==> config.mk <==
export PLATFORM = sky130hd
export DESIGN_NAME = cnn_run_ctrl
export DESIGN_NICKNAME = d
export VERILOG_FILES = /design/src/rtl/cnn_run_ctrl.sv
export SDC_FILE = /design/constraint.sdc
export NUM_CORES = 1
export LEC_CHECK = 0
export CORE_ASPECT_RATIO = 0.8
export CORE_MARGIN = 2
export CORE_UTILIZATION = 44
export CTS_CLUSTER_DIAMETER = 40
export DETAILED_ROUTE_END_ITERATION = 6
export PLACE_DENSITY = 0.76
export SKIP_CTS_REPAIR_TIMING = 1
export SLEW_MARGIN = 20
export SYNTH_ARGS = -nofsm -noshare
export SYNTH_HDL_FRONTEND = slang
export SYNTH_SLANG_ARGS = --single-unit
==> constraint.sdc <==
create_clock -name clk -period 1.92 [get_ports clk]
set_clock_uncertainty 0.15 [all_clocks]
set_input_delay 0.288 -clock clk [delete_from_list [all_inputs] [get_ports clk]]
set_output_delay 0.288 -clock clk [all_outputs]
set_load 0.1 [all_outputs]
==> src/rtl/cnn_run_ctrl.sv <==
// Inference run sequencer for cnn_core: start-pulse generation, result latching and run counting.
// Optional watchdog abort is compiled in when CNN_RUN_CTRL_TIMEOUT_EN is defined.
module cnn_run_ctrl #(
    parameter int unsigned TIMEOUT_CYCLES = 1000000,
    parameter int unsigned CNT_W          = 8
) (
    input  logic             clk,
    input  logic             reset_n,
    input  logic             req,
    output logic             cnn_start,
    input  logic             cnn_done,
    input  logic [3:0]       cnn_digit,
    output logic             busy,
    output logic             result_valid,
    output logic [3:0]       result_digit,
    output logic             timeout_err,
    output logic [CNT_W-1:0] run_count
);

    typedef enum logic [1:0] {
        S_IDLE,
        S_START,
        S_WAIT
    } state_t;

    state_t state, state_nxt;
    logic   req_q;
    logic   accept;
    logic   wd_expire;

    assign accept = req & ~req_q;

`ifdef CNN_RUN_CTRL_TIMEOUT_EN
    localparam logic [23:0] WD_LAST = 24'(TIMEOUT_CYCLES - 1);
    logic [23:0] wd_cnt;

    // done takes priority over the terminal count, so expiry is qualified by ~cnn_done
    assign wd_expire = (wd_cnt == WD_LAST) & ~cnn_done;

    always_ff @(posedge clk or negedge reset_n) begin
        if (!reset_n) begin
            wd_cnt <= '0;
        end else if (state == S_START) begin
            wd_cnt <= '0;
        end else if (state == S_WAIT && !cnn_done) begin
            wd_cnt <= wd_cnt + 24'd1;
        end
    end
`else
    assign wd_expire = 1'b0;
`endif

    always_ff @(posedge clk or negedge reset_n) begin
        if (!reset_n) begin
            state <= S_IDLE;
        end else begin
            state <= state_nxt;
        end
    end

    always_comb begin
        state_nxt = state;
        case (state)
            S_IDLE:  if (accept) state_nxt = S_START;
            S_START: state_nxt = S_WAIT;
            S_WAIT:  if (cnn_done || wd_expire) state_nxt = S_IDLE;
            default: state_nxt = S_IDLE;
        endcase
    end

    always_comb begin
        cnn_start = 1'b0;
        busy      = 1'b0;
        case (state)
            S_START: begin
                cnn_start = 1'b1;
                busy      = 1'b1;
            end
            S_WAIT:  busy = 1'b1;
            default: ;
        endcase
    end

    always_ff @(posedge clk or negedge reset_n) begin
        if (!reset_n) begin
            req_q        <= 1'b0;
            result_valid <= 1'b0;
            result_digit <= 4'h0;
            timeout_err  <= 1'b0;
            run_count    <= '0;
        end else begin
            req_q <= req;
            if (state == S_IDLE && accept) begin
                result_valid <= 1'b0;
                timeout_err  <= 1'b0;
            end else if (state == S_WAIT && cnn_done) begin
                result_digit <= cnn_digit;
                result_valid <= 1'b1;
                run_count    <= run_count + 1'b1;
            end else if (state == S_WAIT && wd_expire) begin
                timeout_err  <= 1'b1;
            end
        end
    end

endmodule
==> results of run 1 <==
-- metrics by stage --
step | setup WS [ps] | std cells | util [%] | cell area [sq um]
final | 135 | 105 | 73.6 | 1200
after global routing | 8.84 | 105 | 73.6 | 1200
after CTS | 116 | 105 | 73.6 | 1200
after detailed placement | 50.6 | 101 | 71.4 | 1160
after global placement | 79.5 | 101 | 71.4 | 1160
after floorplan | 0.771 | 58 | - | 772
-- routing by layer --
metal	track usage [%]	up-vias	share of wire (%)	routed length [um]
met3	5.40	2	5.8	85
met1	18.0	254	37	544
met5	0	-	0	0
met4	4.86	0	0.81	12
li1	-	246	-	-
met2	30.5	14	57	835
-- cells by family after synthesis --
group	after synthesis	share of synthesized area [%]
AO/OA/AOI/OAI	2	1.63
AND/OR/NAND/NOR	15	14.5
other	1	0.487
flip-flops	16	52.0
adder cells (fa/ha/maj)	5	8.13
multiplexers	7	10.2
buffers and inverters	5	4.07
XOR/XNOR	7	8.94
-- registers in the layout, indices dropped and copies added (netlist names) --
name          count
state             2
run_count         8
result_valid      1
req_q             1
result_digit      4
-- worst paths after layout --
| kind | start | end | slack [ps] | cells past startpoint |
|---|---|---|---|---|
| setup / recovery | state[0] | run_count[3] | 140 | 5 |
| max in group asynchronous | reset_n | run_count[0] | 1250 | 2 |
| hold reg to reg | run_count[7] | run_count[7] | 390 | 1 |
| setup reg to reg | state[0] | run_count[3] | 140 | 5 |
| min in group clk | req | req_q | 360 | 1 |
| hold / removal | reset_n | run_count[7] | 170 | 2 |
-- final cells by class --
class	instances	area [sq um]	share of cell area (%)
clock buffer	4	36.3	3.03
inverter	2	7.51	0.627
timing repair buffer	24	385	32.2
sequential	16	403	33.6
tap	22	27.5	2.30
multi-input combinational	37	338	28.2
-- cells in the final DEF, fill, tap and decap left out, drive strengths merged --
cell           count
nor2b              1
and3               1
a21oi              1
xor2               6
mux2               7
xnor2              1
nand3              1
clkdlybuf4s50      7
nor2               1
a21o               1
buf               17
nand2b             1
conb               1
inv                2
clkbuf             4
and3b              1
ha                 5
or3b               1
nand4              2
nand3b             1
nor4b              2
nor3               2
dfrtp             16
nand2              1
-- critical path, stage by stage (launching register included) --
cell	delay [ps]
sky130_fd_sc_hd__dfrtp_1	390
sky130_fd_sc_hd__inv_1	90
sky130_fd_sc_hd__ha_1	230
sky130_fd_sc_hd__and3b_1	270
sky130_fd_sc_hd__or3b_4	430
sky130_fd_sc_hd__xnor2_2	130
-- cells in the mapped netlist --
library cell	n
sky130_fd_sc_hd__dfrtp_1	16
sky130_fd_sc_hd__xor2_1	6
sky130_fd_sc_hd__ha_1	5
sky130_fd_sc_hd__mux2_1	5
sky130_fd_sc_hd__inv_1	2
sky130_fd_sc_hd__mux2_2	2
sky130_fd_sc_hd__nand4_1	2
sky130_fd_sc_hd__nor3_1	2
sky130_fd_sc_hd__nor4b_2	2
sky130_fd_sc_hd__a21o_1	1
sky130_fd_sc_hd__a21oi_1	1
sky130_fd_sc_hd__and3_1	1
sky130_fd_sc_hd__and3b_1	1
sky130_fd_sc_hd__buf_2	1
sky130_fd_sc_hd__buf_4	1
sky130_fd_sc_hd__buf_6	1
sky130_fd_sc_hd__conb_1	1
sky130_fd_sc_hd__nand2_1	1
sky130_fd_sc_hd__nand2b_1	1
sky130_fd_sc_hd__nand3_1	1
sky130_fd_sc_hd__nand3b_1	1
sky130_fd_sc_hd__nor2_1	1
sky130_fd_sc_hd__nor2b_1	1
sky130_fd_sc_hd__or3b_4	1
sky130_fd_sc_hd__xnor2_2	1
==> impl_results.rst, run 1 <==
.. list-table::
   :header-rows: 1

   * - Metric
     - Value
   * - Tmin final
     - 1780 ps
   * - All-layer global routing usage
     - 16.6%
   * - Starting density of the core
     - 47.3%
   * - Standard-cell rows
     - 13
   * - Worst slack on hold paths
     - 166 ps
   * - Die span in x
     - 50.8 um
   * - Total wire length after detailed routing
     - 1.48 mm
   * - CP Data Arrival Time
     - 1810 ps
   * - WP data required
     - 1950 ps
   * - Proportion of synthesized chip area in sequential cells
     - 52.0%
   * - Fraction of the cycle the final worst path needs
     - 93.0%
   * - Post-synth net total
     - 71
   * - Number of global-route vias before repair
     - 571
   * - Post-synthesis to final-layout area growth
     - 55.6%
   * - Startpoint type of the worst setup path
     - flop
   * - Hpwl dp
     - 1.20 mm
   * - Mean instance size in the synthesized netlist
     - 13.3 sq um
   * - Inserted Clock Buffers
     - 3
   * - Sum of negative setup slack
     - 0 ps
   * - Clock slew at the register clock pins of the worst setup and hold paths
     - 90 ps
   * - Result of the run
     - complete, no violations
   * - Total number of clock tree sinks
     - 16
   * - Total number of vias
     - 516
   * - Die Outline Area
     - 2100 sq um
   * - Core Region
     - 1630 sq um
   * - Diode insertion count for antenna repair
     - 0
   * - Global route total overflow
     - 0
   * - Biggest area consumer among synthesized cells
     - sky130_fd_sc_hd__dfrtp_1
   * - Syn. warnings
     - 0
   * - Netlist area before placement
     - 769 sq um
   * - Number of vias per cell
     - 4.91
   * - Insertion delay to the later sink of the worst-skew pair
     - 280 ps
   * - Wire length of the first global-routing pass
     - 2.59 mm
   * - Dominant cells by area after synthesis
     - sky130_fd_sc_hd__dfrtp_1, sky130_fd_sc_hd__ha_1, sky130_fd_sc_hd__mux2_1
   * - Final-report hold violation count
     - 0
   * - Initial drt markers
     - 8
   * - First-pass detailed-route iteration total
     - 3
   * - Ports
     - 24
   * - Maximum frequency from static timing analysis
     - 560 MHz
   * - Wire length per cell after detailed routing
     - 14.1 um
   * - Max_cap viols
     - 0
   * - Maximum fanout encountered on the critical timing path
     - 6
   * - Number of DRC violations after detailed routing
     - 0
   * - Number of nets with antenna violations after detailed routing
     - 0
   * - Count of H-tree levels built during CTS
     - 1
   * - Antenna violations before repair
     - 0
   * - Routability congestion estimate
     - 0.760
   * - Crit. End Element
     - flop
   * - Largest net degree at the start of global routing
     - 17
   * - Final setup vio count
     - 0
   * - Yosys reg bits
     - 16
   * - Max-slew violations
     - 0
   * - Min-Delay Path Class
     - in -> async
   * - DIE HEIGHT
     - 41.4 um
   * - Clock root cell
     - sky130_fd_sc_hd__clkbuf_4
   * - Area share of the largest cell type after synthesis
     - 52.0%
   * - Count of input and output buffers
     - 22
   * - Synth unique cells
     - 25
   * - Cells after Synth
     - 58
   * - Kind of critical path
     - reg -> reg
   * - Buffer levels on the longest clock path
     - 2
   * - Setup repair after global routing missed its margin
     - no
   * - Final net count
     - 97
   * - CTS tree
     - built
   * - Layout cell share with drive strength beyond 1
     - 34.9%
   * - Fill count
     - 119
Power of run 1 is not shown: default switching activity piles up to over one toggle a cycle in this logic, so the estimate is an artifact.
==> run 2, diff against run 1 <==
--- a/config.mk
+++ b/config.mk
@@ -16,3 +16,4 @@
 export SYNTH_ARGS = -nofsm -noshare
 export SYNTH_HDL_FRONTEND = slang
 export SYNTH_SLANG_ARGS = --single-unit
+export TNS_END_PERCENT = 100
==> results of run 2 <==
No change in the layout: final DEF, timing and power equal those of run 1.
Power of run 2 is left out for the same reason.
==> run 3, diff against run 2 <==
--- a/config.mk
+++ b/config.mk
@@ -8,9 +8,11 @@
 export CORE_ASPECT_RATIO = 0.8
 export CORE_MARGIN = 2
 export CORE_UTILIZATION = 44
+export CTS_BUF_LIST = sky130_fd_sc_hd__clkbuf_16
 export CTS_CLUSTER_DIAMETER = 40
 export DETAILED_ROUTE_END_ITERATION = 6
 export PLACE_DENSITY = 0.76
+export REMOVE_ABC_BUFFERS = 1
 export SKIP_CTS_REPAIR_TIMING = 1
 export SLEW_MARGIN = 20
 export SYNTH_ARGS = -nofsm -noshare
==> run 3 against run 2 <==
Sequential cell count unchanged. Clock-buffer cell count decreased by 1. Sequential share of layout area fell by 1.3 points. First-iteration DRC count did not move. Hold slack improved by 50 ps.
==> impl_results.rst, run 3 (synthesis gave the netlist of run 1 again) <==
.. list-table::
   :header-rows: 1

   * - Metric
     - Value
   * - DIE HEIGHT
     - 41.4 um
   * - Total number of clock tree sinks
     - 16
   * - Flop2flop setup slack
     - 100 ps
   * - Die Outline Area
     - 2100 sq um
   * - Kind of critical path
     - reg -> reg
   * - Clock slew at the register clock pins of the worst setup and hold paths
     - 50 ps
   * - List of cells traversed by the critical path
     - inv_1 > ha_1 > and3b_1 > or3b_4 > xnor2_2
   * - Wire length per cell after detailed routing
     - 14.7 um
   * - Setup repair after global routing missed its margin
     - no
   * - Total number of vias
     - 524
   * - Final net count
     - 97
   * - Cell Area, Placed
     - 1160 sq um
   * - Most common cell after layout, fill and taps aside
     - sky130_fd_sc_hd__dfrtp_1
   * - Capture instance of the worst register-to-register path
     - run_count[3]
   * - Max_cap viols
     - 0
   * - Largest register by flop count
     - run_count
   * - Largest net degree at the start of global routing
     - 17
   * - Standard-cell rows
     - 13
   * - Registers with the most flip-flops
     - run_count x8, result_digit x4, state x2
   * - Most frequent cells in the layout
     - sky130_fd_sc_hd__dfrtp_1, sky130_fd_sc_hd__buf_12, sky130_fd_sc_hd__clkdlybuf4s50_1, sky130_fd_sc_hd__xor2_1
   * - Final setup vio count
     - 0
   * - Max-slew violations
     - 0
   * - Inserted Clock Buffers
     - 3
   * - Count of H-tree levels built during CTS
     - 1
   * - CP Data Arrival Time
     - 1790 ps
   * - Worst path bufs/invs
     - 1
   * - Critical-path cell with the highest stage delay
     - sky130_fd_sc_hd__or3b_4
   * - Starting density of the core
     - 47.3%
   * - Number of nets with antenna violations after detailed routing
     - 0
   * - Die span in x
     - 50.8 um
   * - Startpoint type of the worst setup path
     - flop
   * - Min-Delay Path Class
     - in -> async
   * - Buffer levels on the longest clock path
     - 2
   * - Clock root cell
     - sky130_fd_sc_hd__clkbuf_16
   * - Total wire length after detailed routing
     - 1.55 mm
   * - WP data required
     - 1900 ps
   * - Wire length of the first global-routing pass
     - 2.71 mm
   * - Global route total overflow
     - 0
   * - Maximum frequency from static timing analysis
     - 551 MHz
   * - Number of vias per cell
     - 4.99
   * - Crit. End Element
     - flop
   * - Initial drt markers
     - 8
   * - Stage delay of the slowest cell on the critical path
     - 430 ps
   * - Layout cell share with drive strength beyond 1
     - 32.5%
   * - Final-report hold violation count
     - 0
   * - Ports
     - 24
   * - Fraction of the cycle the final worst path needs
     - 94.6%
   * - Count of input and output buffers
     - 22
   * - RR Startpoint
     - state[0]
   * - Number of DRC violations after detailed routing
     - 0
   * - Top cell family by delay on the critical path
     - simple AND/OR/NAND/NOR gates
   * - Hpwl dp
     - 1.17 mm
   * - Smallest setup slack after layout
     - 104 ps
   * - Post-route design area
     - 1240 sq um
   * - Met3 GRT Util
     - 7.19%
   * - Insertion delay to the later sink of the worst-skew pair
     - 250 ps
   * - Layout Utilization
     - 76.2%
   * - Busiest layer in global routing
     - met2
   * - Tmin final
     - 1820 ps
   * - Result of the run
     - complete, no violations
   * - Core Region
     - 1630 sq um
   * - All-layer global routing usage
     - 18.0%
   * - Worst R2R Path Depth
     - 5
   * - Global routing usage on met2
     - 29.5%
   * - First-pass detailed-route iteration total
     - 4
   * - Number of flip-flops under the largest register name
     - 8
   * - Worst slack on hold paths
     - 216 ps
   * - Post-synthesis to final-layout area growth
     - 61.0%
   * - Maximum fanout encountered on the critical timing path
     - 6
   * - Routability congestion estimate
     - 0.744
   * - CTS tree
     - built
   * - Pre-CTS setup slack
     - 33.8 ps
   * - Diode insertion count for antenna repair
     - 0
   * - Number of global-route vias before repair
     - 552
   * - GR Util met1
     - 20.5%
   * - Antenna violations before repair
     - 0
==> run 3: stage by stage <==
step | std cells | TNS [ps]
3_5_place_dp | 101 | 0
5_1_grt | 105 | 0
4_1_cts | 105 | 0
6_report | 105 | 0
2_1_floorplan | 55 | -279
3_3_place_gp | 101 | 0
==> run 3: worst max path at each step <==
stage            startpoint            to  slack [ps]  cells after the start
4_1_cts            state[0]  run_count[3]          90                      5
5_1_grt            state[0]  run_count[3]          30                      5
3_5_place_dp            req  run_count[3]          30                      4
3_3_place_gp            req  run_count[3]          80                      4
6_report           state[0]  run_count[3]         100                      5
2_1_floorplan  run_count[0]  run_count[3]        -220                      3
==> run 3: final cells by class <==
class,count,area (sq um)
timing repair buffer,24,385
sequential,16,400
fill,121,388
clock buffer,3,75.1
inverter,2,7.51
clock inverter,1,3.75
tap,22,27.5
multi-input combinational,37,339
==> run 3: worst register-to-register path: stages, from the launching register on <==
cell and delay [ps]:
sky130_fd_sc_hd__dfrtp_1 370, sky130_fd_sc_hd__inv_1 100, sky130_fd_sc_hd__ha_1 240, sky130_fd_sc_hd__and3b_1 280, sky130_fd_sc_hd__or3b_4 430, sky130_fd_sc_hd__xnor2_2 130
==> run 3: metal layers <==
layer,part of all wire [%],wire [um]
met1,40,616
met2,52,799
met3,6.1,95
met4,2.3,36
met5,0,0
Power of run 3 is left out for the same reason.
